**src/rtl/vend_sequencer_if.sv**
```systemverilog
// Handshake and status bundle between the vending sequencer and its environment
// (payment block, selection panel, dispense mechanism).
interface vend_sequencer_if;
  logic       select;
  logic [3:0] selIndex;
  logic       cancelBtn;
  logic       restock;
  logic       changeState;
  logic       reduceInventory;
  logic       cancelledDone;
  logic [1:0] state;
  logic [3:0] curIndex;
  logic       fullInventory;
  logic       changeStateDone;
  logic       reduceInventoryDone;
  logic       cancelled;
  logic       dispense;
  logic [3:0] dispenseIndex;
  logic       soldOut;

  modport slave (
    input  select, selIndex, cancelBtn, restock, changeState, reduceInventory, cancelledDone,
    output state, curIndex, fullInventory, changeStateDone, reduceInventoryDone,
           cancelled, dispense, dispenseIndex, soldOut
  );

  modport master (
    output select, selIndex, cancelBtn, restock, changeState, reduceInventory, cancelledDone,
    input  state, curIndex, fullInventory, changeStateDone, reduceInventoryDone,
           cancelled, dispense, dispenseIndex, soldOut
  );
endinterface

```
**src/rtl/vend_sequencer.sv**
```systemverilog
// Vending sequencer: SELECT/PAY/CANCEL/SERVICE state machine, four-phase
// handshakes with the payment block, and one inventory counter per item slot.

module vend_slot #(
  parameter int INV_W      = 4,
  parameter int INIT_COUNT = 5
) (
  input  logic             clk,
  input  logic             rst,
  input  logic             load,
  input  logic             dec,
  output logic [INV_W-1:0] count
);
  logic [INV_W-1:0] count_q, count_d;

  always_comb begin
    count_d = count_q;
    if (load)                     count_d = INV_W'(INIT_COUNT);
    else if (dec && count_q != '0) count_d = count_q - 1'b1;
  end

  always_ff @(posedge clk or negedge rst) begin
    if (!rst) count_q <= INV_W'(INIT_COUNT);
    else      count_q <= count_d;
  end

  assign count = count_q;
endmodule

module vend_sequencer #(
  parameter int NUM_ITEMS  = 8,
  parameter int INV_W      = 4,
  parameter int INIT_COUNT = 5
) (
  input  logic        clk,
  input  logic        rst,
  vend_sequencer_if.slave bus
);
  typedef enum logic [1:0] {
    S_SELECT  = 2'b00,
    S_PAY     = 2'b01,
    S_CANCEL  = 2'b10,
    S_SERVICE = 2'b11
  } state_e;

  state_e     state_q, state_d;
  logic [3:0] cur_idx_q, cur_idx_d;
  logic [3:0] disp_idx_q, disp_idx_d;
  logic       cs_done_q, cs_done_d;
  logic       ri_done_q, ri_done_d;
  logic       cancelled_q, cancelled_d;
  logic       dispense_q, dispense_d;
  logic       sold_flag_q, sold_flag_d;

  logic [NUM_ITEMS-1:0][INV_W-1:0] count;
  logic [15:0] nonzero;
  logic        load_all, dec_fire, sold_out, sel_ok;

  for (genvar i = 0; i < NUM_ITEMS; i++) begin : g_slot
    vend_slot #(.INV_W(INV_W), .INIT_COUNT(INIT_COUNT)) u_slot (
      .clk   (clk),
      .rst   (rst),
      .load  (load_all),
      .dec   (dec_fire && (cur_idx_q == 4'(i))),
      .count (count[i])
    );
  end

  // Stock flags padded to the full 4-bit index space so out-of-range
  // selections read as empty instead of indexing past the array.
  for (genvar i = 0; i < 16; i++) begin : g_nz
    if (i < NUM_ITEMS) begin : g_on
      assign nonzero[i] = |count[i];
    end else begin : g_off
      assign nonzero[i] = 1'b0;
    end
  end

  assign sold_out = ~|nonzero;
  assign sel_ok   = bus.select && ({1'b0, bus.selIndex} < 5'(NUM_ITEMS)) && nonzero[bus.selIndex];

  always_comb begin
    state_d     = state_q;
    cur_idx_d   = cur_idx_q;
    disp_idx_d  = disp_idx_q;
    dispense_d  = 1'b0;
    cancelled_d = cancelled_q;
    sold_flag_d = sold_flag_q;
    load_all    = 1'b0;
    dec_fire    = 1'b0;
    // Dones release on request fall regardless of state
    cs_done_d   = bus.changeState     ? cs_done_q : 1'b0;
    ri_done_d   = bus.reduceInventory ? ri_done_q : 1'b0;

    case (state_q)
      S_SELECT: begin
        if (bus.restock || sold_out) begin
          state_d = S_SERVICE;
        end else if (sel_ok) begin
          cur_idx_d   = bus.selIndex;
          sold_flag_d = 1'b0;
          state_d     = S_PAY;
        end
      end
      S_PAY: begin
        if (bus.reduceInventory && !ri_done_q) begin
          dec_fire    = 1'b1;
          dispense_d  = 1'b1;
          disp_idx_d  = cur_idx_q;
          ri_done_d   = 1'b1;
          sold_flag_d = 1'b1;
        end
        if (bus.changeState && !cs_done_q) cs_done_d = 1'b1;
        if (sold_flag_q && !bus.changeState && !bus.reduceInventory && !cs_done_q && !ri_done_q) begin
          state_d = sold_out ? S_SERVICE : S_SELECT;
        end else if (bus.cancelBtn && !sold_flag_q && !bus.reduceInventory) begin
          state_d     = S_CANCEL;
          cancelled_d = 1'b1;
        end
      end
      S_CANCEL: begin
        if (cancelled_q) begin
          if (bus.cancelledDone) cancelled_d = 1'b0;
        end else if (!bus.cancelledDone) begin
          state_d = S_SELECT;
        end
      end
      S_SERVICE: begin
        load_all = bus.restock;
        if (!bus.restock && !sold_out) state_d = S_SELECT;
      end
      default: state_d = S_SELECT;
    endcase
  end

  always_ff @(posedge clk or negedge rst) begin
    if (!rst) begin
      state_q     <= S_SELECT;
      cur_idx_q   <= '0;
      disp_idx_q  <= '0;
      cs_done_q   <= 1'b0;
      ri_done_q   <= 1'b0;
      cancelled_q <= 1'b0;
      dispense_q  <= 1'b0;
      sold_flag_q <= 1'b0;
    end else begin
      state_q     <= state_d;
      cur_idx_q   <= cur_idx_d;
      disp_idx_q  <= disp_idx_d;
      cs_done_q   <= cs_done_d;
      ri_done_q   <= ri_done_d;
      cancelled_q <= cancelled_d;
      dispense_q  <= dispense_d;
      sold_flag_q <= sold_flag_d;
    end
  end

  assign bus.state               = state_q;
  assign bus.curIndex            = cur_idx_q;
  assign bus.fullInventory       = nonzero[cur_idx_q];
  assign bus.changeStateDone     = cs_done_q;
  assign bus.reduceInventoryDone = ri_done_q;
  assign bus.cancelled           = cancelled_q;
  assign bus.dispense            = dispense_q;
  assign bus.dispenseIndex       = disp_idx_q;
  assign bus.soldOut             = sold_out;
endmodule

```
**src/flat_wrapper.sv**
```systemverilog
// flat-port wrapper written by rule: the top's interface ports become plain ports
module vend_sequencer_flat 
#(
  parameter int NUM_ITEMS  = 8,
  parameter int INV_W      = 4,
  parameter int INIT_COUNT = 5
)
  (clk, rst, bus_select, bus_selIndex, bus_cancelBtn, bus_restock, bus_changeState, bus_reduceInventory, bus_cancelledDone, bus_state, bus_curIndex, bus_fullInventory, bus_changeStateDone, bus_reduceInventoryDone, bus_cancelled, bus_dispense, bus_dispenseIndex, bus_soldOut);
  vend_sequencer_if bus_i ();
  input  logic clk;
  input  logic rst;
  input wire logic [$bits(bus_i.select)-1:0] bus_select;
  input wire logic [$bits(bus_i.selIndex)-1:0] bus_selIndex;
  input wire logic [$bits(bus_i.cancelBtn)-1:0] bus_cancelBtn;
  input wire logic [$bits(bus_i.restock)-1:0] bus_restock;
  input wire logic [$bits(bus_i.changeState)-1:0] bus_changeState;
  input wire logic [$bits(bus_i.reduceInventory)-1:0] bus_reduceInventory;
  input wire logic [$bits(bus_i.cancelledDone)-1:0] bus_cancelledDone;
  output wire logic [$bits(bus_i.state)-1:0] bus_state;
  output wire logic [$bits(bus_i.curIndex)-1:0] bus_curIndex;
  output wire logic [$bits(bus_i.fullInventory)-1:0] bus_fullInventory;
  output wire logic [$bits(bus_i.changeStateDone)-1:0] bus_changeStateDone;
  output wire logic [$bits(bus_i.reduceInventoryDone)-1:0] bus_reduceInventoryDone;
  output wire logic [$bits(bus_i.cancelled)-1:0] bus_cancelled;
  output wire logic [$bits(bus_i.dispense)-1:0] bus_dispense;
  output wire logic [$bits(bus_i.dispenseIndex)-1:0] bus_dispenseIndex;
  output wire logic [$bits(bus_i.soldOut)-1:0] bus_soldOut;
  assign bus_i.select = bus_select;
  assign bus_i.selIndex = bus_selIndex;
  assign bus_i.cancelBtn = bus_cancelBtn;
  assign bus_i.restock = bus_restock;
  assign bus_i.changeState = bus_changeState;
  assign bus_i.reduceInventory = bus_reduceInventory;
  assign bus_i.cancelledDone = bus_cancelledDone;
  assign bus_state = bus_i.state;
  assign bus_curIndex = bus_i.curIndex;
  assign bus_fullInventory = bus_i.fullInventory;
  assign bus_changeStateDone = bus_i.changeStateDone;
  assign bus_reduceInventoryDone = bus_i.reduceInventoryDone;
  assign bus_cancelled = bus_i.cancelled;
  assign bus_dispense = bus_i.dispense;
  assign bus_dispenseIndex = bus_i.dispenseIndex;
  assign bus_soldOut = bus_i.soldOut;
  vend_sequencer #(.NUM_ITEMS(NUM_ITEMS), .INV_W(INV_W), .INIT_COUNT(INIT_COUNT)) u_core (.clk(clk), .rst(rst), .bus(bus_i));
endmodule
```
**config.mk**
```make
export PLATFORM = sky130hd
export DESIGN_NAME = vend_sequencer_flat
export DESIGN_NICKNAME = d
export VERILOG_FILES = /design/src/rtl/vend_sequencer_if.sv /design/src/rtl/vend_sequencer.sv /design/src/flat_wrapper.sv
export SDC_FILE = /design/constraint.sdc
export NUM_CORES = 1
export LEC_CHECK = 0
export ABC_AREA = 1
export CAP_MARGIN = 20
export CORE_MARGIN = 3
export CORE_UTILIZATION = 52
export DETAILED_ROUTE_END_ITERATION = 7
export GPL_TIMING_DRIVEN = 0
export PLACE_DENSITY = 0.76
export SYNTH_ARGS = -nofsm -noshare
export SYNTH_HDL_FRONTEND = slang
export SYNTH_HIERARCHICAL = 1
export SYNTH_SLANG_ARGS = --single-unit
```
**constraint.sdc**
```tcl
create_clock -name clk -period 1.8 [get_ports clk]
set_clock_uncertainty 0.1 [all_clocks]
set_input_delay 0.36 -clock clk [delete_from_list [all_inputs] [get_ports clk]]
set_output_delay 0.36 -clock clk [all_outputs]
set_load 0.005 [all_outputs]
```
==> results of run 1 <==
==> power by group through the flow <==
stage | Sequential (mW) | Combinational (mW) | Clock, mW
after floorplan | 1.89 | 1.44 | 0
after global placement | 1.94 | 2.06 | 0
after detailed placement | 1.95 | 2.13 | 0
after CTS | 1.90 | 2.54 | 0.728
after global routing | 1.98 | 3.33 | 0.782
final | 1.93 | 3.02 | 0.712
==> synth_stat cells <==
library cell	number
nand2_1	112
inv_1	75
nor2_1	67
nand3_1	43
dfrtp_1	31
dfstp_2	16
nor2_2	11
a21oi_1	10
nor3_1	9
a21oi_4	8
ha_1	8
nand4_1	8
o21ai_1	6
inv_2	4
o21ai_0	4
nor2_4	3
o22ai_1	2
a21oi_2	1
buf_6	1
nand2_2	1
nand3_2	1
nand3b_1	1
nor3_4	1
o2111ai_1	1
o21ai_2	1
o41ai_1	1
==> how the worst max path moves through the flow <==
stage	slack, ns	startpoint	depth (start not counted)	end
2_1_floorplan	-0.0005	u_core/bus.state[1]$_DFFE_PN0P_	11	u_core/g_slot[2].u_slot/count[3]$_DFFE_PN0P_
3_3_place_gp	-1.26	rst	1	u_core/bus.state[1]$_DFFE_PN0P_
3_5_place_dp	-0.68	bus_restock	6	u_core/g_slot[0].u_slot/count[3]$_DFFE_PN0P_
4_1_cts	-0.29	u_core/g_slot[2].u_slot/count[0]$_DFFE_PN1P_	5	bus_fullInventory
5_1_grt	-0.38	u_core/bus.curIndex[1]$_DFFE_PN0P_	6	bus_fullInventory
6_report	-0.30	u_core/bus.curIndex[0]$_DFFE_PN0P_	6	bus_fullInventory
==> logic make-up (layout without fill, tap and decap cells) <==
| group | Yosys count | count (layout) | share of synthesized area [%] |
|---|---|---|---|
| buf+inv | 80 | 164 | 10.2 |
| simple gates | 257 | 258 | 37.4 |
| flops | 47 | 47 | 39.8 |
| compound gates | 34 | 34 | 9.24 |
| fa+ha+maj | 8 | 8 | 3.33 |
==> through the flow <==
step / setup WS [ns] / util [%] / std cells
2_1_floorplan: -0.000513 / - / 426
3_3_place_gp: -1.26 / 60.8 / 525
3_5_place_dp: -0.682 / 61.1 / 526
4_1_cts: -0.292 / 68.5 / 564
5_1_grt: -0.382 / 73.8 / 583
6_report: -0.304 / 73.8 / 583
==> registers in the layout (all words and copies together) (netlist names) <==
register                        count
u_core/bus.state                    2
u_core/bus.dispense                 1
u_core/bus.reduceInventoryDone      1
u_core/bus.cancelled                1
u_core/bus.dispenseIndex            4
u_core/bus.changeStateDone          1
u_core/bus.curIndex                 4
u_core/sold_flag_q                  1
u_core/g_slot.u_slot/count         32
==> metal layers <==
metal / track usage [%] / up-vias
met3: 4.39 / 29
met1: 27.8 / 1475
met4: 5.98 / 0
met5: 0 / -
met2: 39.7 / 111
li1: - / 1505
==> repair_timing <==
item / CTS / global route
gates resized for setup: 39 / 45
setup endpoints to repair: 34 / 40
hold endpoints to repair: 11 / 0
pin swaps: 11 / 16
cloned: 0 / 1
setup buffers: 30 / 22
hold buffers: 1 / 0
==> final cells by class <==
type | count | area, um2
multi-input combinational | 300 | 1720
inverter | 79 | 299
clock inverter | 1 | 7.51
timing repair buffer | 77 | 671
fill | 404 | 1450
tap | 72 | 90.1
sequential | 47 | 1200
clock buffer | 7 | 96.3
==> tightest hold or removal path: stages <==
cell and delay [ns]:
dlymetal6s2s_1 0.21, nand2_2 0.11, o21ai_2 0.04
==> run_results.csv, run 1 <==
group,metric,value,unit
sta,final-hold-violation-count,0,
drt,vias_per_inst,5.35,
clocking,cts_buffers,5,
pwr,ir_worst_vdd,0.713,mV
sta,total_setup_violations_reported_at_the_end_of_the_flow,12,
clocking,cts.clk_slew.worst_paths,0.09,ns
floorplanning,floorplan.rows,27,
worst_setup_path,crit_fanout,4,
sta,timing.final.crit_share,117,%
sta,setup-tns-final,-0.845,ns
worst_setup_path,crit-reg2reg-launch,"u_core/bus.state[1]$_DFFE_PN0P_",
worst_setup_path,cp_cell_sequence,"buf_4, nor2_2, nand3_1, o2111ai_2, o41ai_2, buf_2",
pwr,clkPwrFrac,12.6,%
worst_setup_path,timing.reg2reg.setup_slack,-0.07,ns
pwr,switching_power,2.39,mW
finish,layout-drive-gt1-share,31.9,%
worst_setup_path,rr_worst_depth,11,
sta,final_period_minus_worst_setup_slack,2.10,ns
flow_run,max_cap_viol_count,0,
sta,timing.final.ws_setup,-0.304,ns
finish,design.final.nets,530,
pwr,internal-power,3.27,mW
sta,worst-slew-pin-transition,0.625,ns
drt,initial_detailed_routing_violation_count,270,
grt,number_of_antenna_violations_at_the_first_check_in_global_routing,0,
pwr,power_leakage,1.97,nW
run_status,violated_checks,"setup timing",
yosys,synth_cell_types,26,
grt,total_congestion_overflow,0,
worst_hold_path,hp-start,"bus_selIndex[0]",
drt,detailedRoute.firstPassIterationCount,5,
drt,routed-wl-met3,416,um
floorplanning,starting_density_of_the_core,54.3,%
floorplanning,fp.dieH,82.0,um
pwr,power,5.66,mW
yosys,register_bit_total_from_synthesis,47,
drt,drc,0,
place,place_hpwl,4730,um
place,io_buf_count,27,
yosys,synthesis.area_per_instance,7.06,um2
yosys,syn_area,0.00301,mm2
place,gp_routability_congestion,0.907,
sta,fin_hold_ws,0.351,ns
place,placed_area,0.00339,mm2
yosys,synth_top_cell_area_share,25.8,%
sta,timing.slew.headroom,58.3,%
yosys,synthesis.instances,426,
run_status,result_of_the_run,"complete, but fails checks",
finish,design_area,0.00409,mm2
worst_hold_path,min_to,"u_core/bus.curIndex[0]$_DFFE_PN0P_",
drt,routedLengthMet1,3430,um
worst_setup_path,critPathKind,"reg2out",
finish,flow.area_growth_from_synthesis,36.0,%
yosys,postSynthNetCount,446,
clocking,htree_num_levels,2,
yosys,yosysWarningCount,6,
sta,fmax,475,MHz
pwr,p_seq_share,34.1,%
grt,grt_pass1_wl,11700,um
floorplanning,fp.coreArea,0.00554,mm2
grt,grt_start_max_net_pins,26,
sta,rsz0062_at_grt,"yes",
worst_setup_path,worstSetupEndpointType,"output port",
grt,via_count_of_the_first_global_routing_pass,2650,
finish,most_frequent_standard_cell_in_the_layout_excluding_fill_and_tap_cells,"nand2_1",
worst_setup_path,worst-endpoint-arrival,1.64,ns
worst_setup_path,critical_path.startpoint_type,"flop",
clocking,clkSinkCount,47,
drt,route.vias.total,3120,
drt,remaining_number_of_nets_flagged_by_the_antenna_check_after_routing,0,
yosys,synth.area.top_cells,"dfrtp_1, dfstp_2, nand2_1",
drt,highest-signal-layer,"met4",
pwr,cellPowerDensity,1380,mW/mm2
drt,average_wire_per_standard_cell,13.9,um
floorplanning,floorplan.die_area,0.00673,mm2
worst_hold_path,worstHoldPathCells,3,
clocking,cts-root-to-sink-buffers,2,
finish,highest_count_cells_in_the_layout_ignoring_fill_and_taps,"nand2_1, inv_1, nor2_1",
yosys,seq_area_frac_synth,39.8,%
drt,drt-total-wl,8120,um
worst_hold_path,worst_hold_path_type,"in2reg",
worst_setup_path,cp_slowest_cell,"dfrtp_1",
clocking,cts_root_buffer_type,"clkbuf_8",
sta,final_number_of_max_transition_violations,0,
worst_setup_path,crit_buf_inv,2,
worst_setup_path,cp_peak_stage_delay,0.44,ns
clocking,clock_insertion_delay_worst_skew,0.31,ns
yosys,synth_area_leader_cell,"dfrtp_1",
worst_setup_path,path_delay_family,"flip-flops",
pwr,p_sw_share,42.2,%
drt,met2WireLength,4000,um
worst_setup_path,critical_path_required,1.34,ns
worst_setup_path,worst_r2r_endpoint,"u_core/g_slot[1].u_slot/count[3]$_DFFE_PN0P_",
floorplanning,boundaryPins,28,
clocking,cts_tree,"done",
pwr,power.share.combinational,53.3,%
grt,grt_usage,22.4,%
finish,antenna-diode-count,0,
floorplanning,floorplan.die.width,82.0,um
No activity file was read; power rests on OpenSTA's default activity.
==> inputs of run 2 (changes only) <==
Settings changed: SLEW_MARGIN from default to 20.
Clock period 1.8 ns to 1.7 ns, I/O delays scaled along.
==> run 2 against run 1 <==
- via count is 1.4% higher
- total power rose by 6.6%
- cell area is 1.1% higher
- the flow still finishes with violations (setup timing)
- hold slack improved by 0.050 ns
- die area is the same
- routed wire length grew 4.8%
- critical path depth stayed put
- sequential power up 6%
- sequential share of layout area fell by 0.24 points
- register-to-register slack got worse by 0.15 ns
==> run_results.csv, run 2 (synthesis gave the netlist of run 1 again) <==
group,metric,value,unit
run_status,result_of_the_run,"complete, but fails checks",
run_status,violated_checks,"setup timing",
flow_run,max_cap_viol_count,0,
worst_hold_path,worstHoldPathCells,2,
pwr,power_leakage,1.98,nW
floorplanning,starting_density_of_the_core,54.3,%
clocking,htree_num_levels,2,
finish,highest_count_cells_in_the_layout_ignoring_fill_and_taps,"nand2_1, inv_1, nor2_1",
clocking,cts_root_buffer_type,"clkbuf_8",
clocking,cts-root-to-sink-buffers,2,
sta,timing.slew.headroom,54.6,%
worst_setup_path,crit_fanout,5,
worst_setup_path,critical_path_required,1.26,ns
finish,fillers,388,
drt,average_wire_per_standard_cell,14.6,um
grt,number_of_antenna_violations_at_the_first_check_in_global_routing,0,
drt,drt-total-wl,8510,um
finish,multi_input_comb_area,0.00178,mm2
floorplanning,floorplan.die_area,0.00673,mm2
clocking,clock_insertion_delay_worst_skew,0.31,ns
drt,route.vias.total,3164,
sta,rsz0062_at_grt,"yes",
worst_hold_path,min_to,"u_core/g_slot[5].u_slot/count[0]$_DFFE_PN1P_",
worst_setup_path,critical_path.startpoint_type,"flop",
drt,initial_detailed_routing_violation_count,218,
floorplanning,fp.coreArea,0.00554,mm2
pwr,cellPowerDensity,1460,mW/mm2
place,place_hpwl,4850,um
sta,final_number_of_max_transition_violations,0,
clocking,cts_buffers,5,
worst_setup_path,cp_cell_sequence,"buf_4, nor2_2, nand3_1, o2111ai_2, o41ai_4, buf_2",
sta,timing.final.ws_setup,-0.367,ns
place,io_buf_count,27,
floorplanning,floorplan.rows,27,
clocking,cts.clk_slew.worst_paths,0.09,ns
grt,total_congestion_overflow,0,
drt,detailedRoute.firstPassIterationCount,6,
sta,final_period_minus_worst_setup_slack,2.07,ns
worst_setup_path,cp_slowest_cell,"dfrtp_2",
clocking,clkSinkCount,47,
drt,vias_per_inst,5.44,
finish,final-seq-area,0.00121,mm2
floorplanning,fp.dieH,82.0,um
floorplanning,boundaryPins,28,
worst_setup_path,cp_peak_stage_delay,0.47,ns
grt,grt_pass1_wl,12000,um
finish,design.final.nets,529,
grt,grt_start_max_net_pins,26,
finish,antenna-diode-count,0,
worst_setup_path,crit-reg2reg-launch,"u_core/bus.state[0]$_DFFE_PN0P_",
sta,total_setup_violations_reported_at_the_end_of_the_flow,43,
sta,final-hold-violation-count,0,
sta,worst-slew-pin-transition,0.681,ns
worst_setup_path,rr_worst_depth,12,
worst_setup_path,timing.reg2reg.setup_slack,-0.22,ns
place,gp_routability_congestion,0.938,
worst_hold_path,hp-start,"u_core/g_slot[5].u_slot/count[0]$_DFFE_PN1P_",
pwr,power,6.03,mW
worst_setup_path,worst_r2r_endpoint,"u_core/g_slot[1].u_slot/count[1]$_DFFE_PN0P_",
drt,remaining_number_of_nets_flagged_by_the_antenna_check_after_routing,0,
sta,timing.final.crit_share,122,%
floorplanning,floorplan.die.width,82.0,um
worst_setup_path,critPathKind,"reg2out",
worst_hold_path,worst_hold_path_type,"reg2reg",
finish,layout-drive-gt1-share,33.5,%
worst_setup_path,worstSetupEndpointType,"output port",
finish,flip_flop_count_of_the_largest_register_after_layout,32,
sta,fin_hold_ws,0.401,ns
grt,grt_usage,22.6,%
worst_setup_path,worst-endpoint-arrival,1.63,ns
clocking,cts_tree,"done",
pwr,ir_worst_vdd,0.842,mV
finish,flow.area_growth_from_synthesis,37.5,%
sta,fmax,484,MHz
grt,via_count_of_the_first_global_routing_pass,2761,
drt,drc,0,
finish,most_frequent_standard_cell_in_the_layout_excluding_fill_and_tap_cells,"nand2_1",
run 2: layout make-up:
type,instances,share of cell area (%)
Sequential cell,47,29.2
Clock inverter,1,0.121
Tap cell,72,2.18
Multi-Input combinational cell,300,42.9
Timing Repair Buffer,76,16.2
Clock buffer,7,1.85
Inverter,79,7.54
run 2: how the worst max path moves through the flow:
stage / slack (ns) / startpoint / cells past startpoint / end
2_1_floorplan: -0.10 / u_core/bus.state[1]$_DFFE_PN0P_ / 11 / u_core/g_slot[2].u_slot/count[3]$_DFFE_PN0P_
3_3_place_gp: -1.36 / rst / 1 / u_core/bus.state[1]$_DFFE_PN0P_
3_5_place_dp: -0.76 / bus_restock / 6 / u_core/g_slot[5].u_slot/count[3]$_DFFE_PN0P_
4_1_cts: -0.33 / u_core/g_slot[2].u_slot/count[0]$_DFFE_PN1P_ / 5 / bus_fullInventory
5_1_grt: -0.42 / u_core/bus.curIndex[0]$_DFFE_PN0P_ / 6 / bus_fullInventory
6_report: -0.37 / u_core/bus.curIndex[0]$_DFFE_PN0P_ / 6 / bus_fullInventory
run 2: where the power goes:
part / total, mW / internal, mW / switching [mW] / leakage (nW)
Clock: 0.683 / 0.290 / 0.393 / 0.0422
Sequential: 2.05 / 1.64 / 0.408 / 0.560
Combinational: 3.30 / 1.44 / 1.86 / 1.38
run 2: critical path, delay by kind of cell, from the launching register on:
kind                   cells  cell delay, ns
flip-flops                 1            0.47
AO/OA/AOI/OAI              2            0.26
buffers and inverters      2            0.30
AND/OR/NAND/NOR            2            0.29
run 2: stage by stage:
step	cell area, um2	setup slack, ns	util [%]	instances	TNS [ns]
CTS	3810	-0.327	68.8	561	-4.54
finish	4130	-0.367	74.6	582	-6.39
global placement	3370	-1.36	60.8	525	-70.35
floorplan	3010	-0.101	-	426	-1.48
detailed placement	3390	-0.764	61.2	526	-23.70
global route	4130	-0.424	74.6	582	-10.64
run 2: timing repair:
item / in CTS / in global routing
pin swaps: 17 / 22
setup endpoints to repair: 41 / 43
gates cloned: 0 / 1
gates resized for setup: 56 / 52
hold buffers: 1 / 0
setup buffers: 28 / 22
endpoints found under the hold margin: 20 / 0
run 2: layer usage:
| layer | global-route usage (%) | wire [um] | part of all wire [%] | up-vias |
|---|---|---|---|---|
| met4 | 7.81 | 191 | 2.2 | 0 |
| met1 | 27.5 | 3430 | 40 | 1492 |
| met2 | 39.8 | 4360 | 51 | 146 |
| met5 | 0 | 0 | 0 | - |
| met3 | 4.28 | 525 | 6.2 | 32 |
| li1 | - | - | - | 1494 |
==> inputs of run 3 (changes only) <==
Settings changed: CORE_UTILIZATION 52 to 51, RECOVER_POWER from default to 100, SYNTH_HIERARCHICAL 1 to default.
==> run 3 against run 2 <==
- the flow still finishes with violations (setup timing)
- largest cell class unchanged
- via count down 11%
- critical path type unchanged
- core utilization up 2.5 points
- fmax down 5.7%
==> run_results.csv, run 3 <==
group,metric,value,unit
yosys,syn_area,0.00273,mm2
finish,post-route-util,77.1,%
clocking,cts_root_buffer_type,"clkbuf_8",
place,place_hpwl,4730,um
yosys,yosysWarningCount,0,
drt,drc,0,
worst_setup_path,cp_cell_sequence,"inv_1, ha_2, nand2_2, nor2_2, inv_2, o21ai_1, o32ai_2, buf_2",
worst_setup_path,critical_path_required,1.26,ns
worst_setup_path,critical_path.startpoint_type,"flop",
clocking,clkSinkCount,47,
drt,average_wire_per_standard_cell,16.1,um
place,io_buf_count,27,
yosys,synth_cell_types,34,
worst_setup_path,cp_peak_stage_delay,0.57,ns
drt,routed-wl-met3,542,um
yosys,post-synth-top-count-cell,"nand2_1",
finish,layout-drive-gt1-share,37.2,%
drt,highest-signal-layer,"met4",
grt,total_congestion_overflow,0,
grt,grt_start_max_net_pins,25,
clocking,htree_num_levels,2,
worst_setup_path,cp_slowest_cell,"dfstp_2",
run_status,result_of_the_run,"complete, but fails checks",
floorplanning,fp.dieH,79.2,um
sta,timing.final.crit_share,129,%
worst_setup_path,critPathKind,"reg2out",
floorplanning,fp.coreArea,0.00514,mm2
pwr,power_leakage,1.88,nW
worst_hold_path,worst_hold_path_type,"reg2reg",
yosys,yosys_most_used_dff,"dfrtp_1",
sta,timing.slew.headroom,60.4,%
worst_setup_path,worst-endpoint-arrival,1.75,ns
pwr,cellPowerDensity,1550,mW/mm2
grt,grt_usage,23.5,%
worst_setup_path,crit_fanout,3,
yosys,synthesis.instances,355,
run_status,violated_checks,"setup timing",
drt,vias_per_inst,5.62,
floorplanning,boundaryPins,28,
yosys,synth.area.top_cells,"dfrtp_1, dfstp_2, nand2_1",
pwr,ir_worst_vdd,0.774,mV
clocking,cts-root-to-sink-buffers,2,
yosys,synth_top_cell_area_share,28.4,%
floorplanning,floorplan.die.width,79.2,um
finish,most_frequent_standard_cell_in_the_layout_excluding_fill_and_tap_cells,"nand2_1",
sta,timing.final.ws_setup,-0.491,ns
clocking,cts_tree,"done",
sta,final_period_minus_worst_setup_slack,2.19,ns
grt,via_count_of_the_first_global_routing_pass,2518,
finish,flip_flop_count_of_the_largest_register_after_layout,32,
flow_run,max_cap_viol_count,0,
floorplanning,starting_density_of_the_core,53.1,%
yosys,post_synth_most_frequent_cells,"nand2_1, inv_1, nand3_1, nor2_1, o21ai_0",
drt,detailedRoute.firstPassIterationCount,5,
clocking,cts.clk_slew.worst_paths,0.08,ns
yosys,synthesis.area_per_instance,7.69,um2
sta,setup-tns-final,-9.34,ns
sta,fmax,456,MHz
drt,met2WireLength,4070,um
drt,remaining_number_of_nets_flagged_by_the_antenna_check_after_routing,0,
floorplanning,floorplan.die_area,0.00627,mm2
clocking,cts_buffers,5,
clocking,clock_insertion_delay_worst_skew,0.31,ns
drt,route.vias.total,2808,
place,gp_routability_congestion,0.881,
yosys,synth_edf_count,0,
yosys,seq_area_frac_synth,43.8,%
yosys,asyncSetResetFlopFracSynth,100,%
drt,initial_detailed_routing_violation_count,206,
drt,routedLengthMet1,3250,um
sta,final-hold-violation-count,0,
sta,total_setup_violations_reported_at_the_end_of_the_flow,46,
sta,final_number_of_max_transition_violations,0,
yosys,synth_area_leader_cell,"dfrtp_1",
finish,design.final.nets,454,
sta,rsz0062_at_grt,"yes",
sta,worst-slew-pin-transition,0.594,ns
worst_setup_path,worstSetupEndpointType,"output port",
finish,highest_count_cells_in_the_layout_ignoring_fill_and_taps,"nand2_1, inv_1, dfrtp_1",
grt,number_of_antenna_violations_at_the_first_check_in_global_routing,0,
finish,flow.area_growth_from_synthesis,45.2,%
yosys,postSynthNetCount,380,
yosys,register_bit_total_from_synthesis,47,
grt,grt_pass1_wl,11600,um
drt,drt-total-wl,8070,um
floorplanning,floorplan.rows,26,
finish,antenna-diode-count,0,
[run 3: area by class of cell]
type	count	area, um2
fill	348	1170
tap	70	87.6
clock buffer	7	86.3
buffer	3	20.0
inverter	68	278
timing repair buffer	67	602
clock inverter	1	5.00
multi-input combinational	237	1690
sequential	47	1200
[run 3: stage by stage]
step	setup WS, ns	instances	power [mW]	hold slack (ns)	area [um2]
CTS	-0.488	485	5.53	0.392	3610
floorplan	0.00121	355	3.54	-0.0556	2770
global route	-0.542	500	6.58	0.425	3970
detailed placement	-0.710	453	4.38	0.273	3150
global placement	-1.13	452	4.26	0.368	3130
finish	-0.491	500	6.14	0.403	3970
[run 3: per-layer routing]
| metal | vias to the layer above | GRT usage, % |
|---|---|---|
| met4 | 0 | 6.36 |
| met2 | 125 | 39.6 |
| met5 | - | 0 |
| li1 | 1309 | - |
| met3 | 32 | 3.40 |
| met1 | 1342 | 31.8 |
[run 3: logic make-up (layout without fill, tap and decap cells)]
| logic type | after synthesis | count (layout) | share of synthesized area [%] |
|---|---|---|---|
| compound gates | 61 | 61 | 12.6 |
| xor+xnor | 1 | 1 | 0.321 |
| fa+ha+maj | 13 | 13 | 5.96 |
| buf+inv | 71 | 146 | 9.85 |
| flops | 47 | 47 | 43.8 |
| simple gates | 162 | 162 | 27.4 |
[run 3: final timing paths]
check / from / to / slack (ns) / cells past startpoint
max in group asynchronous: rst / u_core.g_slot[4].u_slot.count[2]$_DFFE_PN1P_ / 0.15 / 3
setup reg to reg: u_core.g_slot[0].u_slot.count[0]$_DFFE_PN1P_ / u_core.bus.curIndex[0]$_DFFE_PN0P_ / -0.45 / 15
hold / removal: u_core.bus.dispenseIndex[3]$_DFFE_PN0P_ / u_core.bus.dispenseIndex[3]$_DFFE_PN0P_ / 0.40 / 2
setup / recovery: u_core.g_slot[3].u_slot.count[0]$_DFFE_PN1P_ / bus_fullInventory / -0.49 / 8
min in group asynchronous: rst / u_core.g_slot[0].u_slot.count[1]$_DFFE_PN0P_ / 0.46 / 2
hold reg to reg: u_core.bus.dispenseIndex[3]$_DFFE_PN0P_ / u_core.bus.dispenseIndex[3]$_DFFE_PN0P_ / 0.40 / 2
[run 3: power by group]
group          switching, mW  total [mW]  leakage (nW)  internal [mW]
Clock                  0.371       0.700        0.0482          0.328
Combinational           1.93        3.38          1.26           1.45
Sequential             0.357        2.06         0.574           1.70
[run 3: timing repair]
| action | CTS | global route |
|---|---|---|
| cloned | 0 | 0 |
| gates resized for setup | 65 | 88 |
| hold buffers | 1 | 0 |
| pin swaps | 19 | 26 |
| buffers inserted | 23 | 16 |
| hold endpoints to repair | 12 | 0 |
| endpoints found under the setup margin | 45 | 39 |
[run 3: critical path: cells and delay by family, from the launching register on]
| family | cells | cell delay [ns] |
|---|---|---|
| DFF | 1 | 0.57 |
| buffers and inverters | 3 | 0.31 |
| AOI/OAI and AO/OA | 2 | 0.24 |
| adders and majority gates | 1 | 0.19 |
| and+or+nand+nor | 2 | 0.12 |
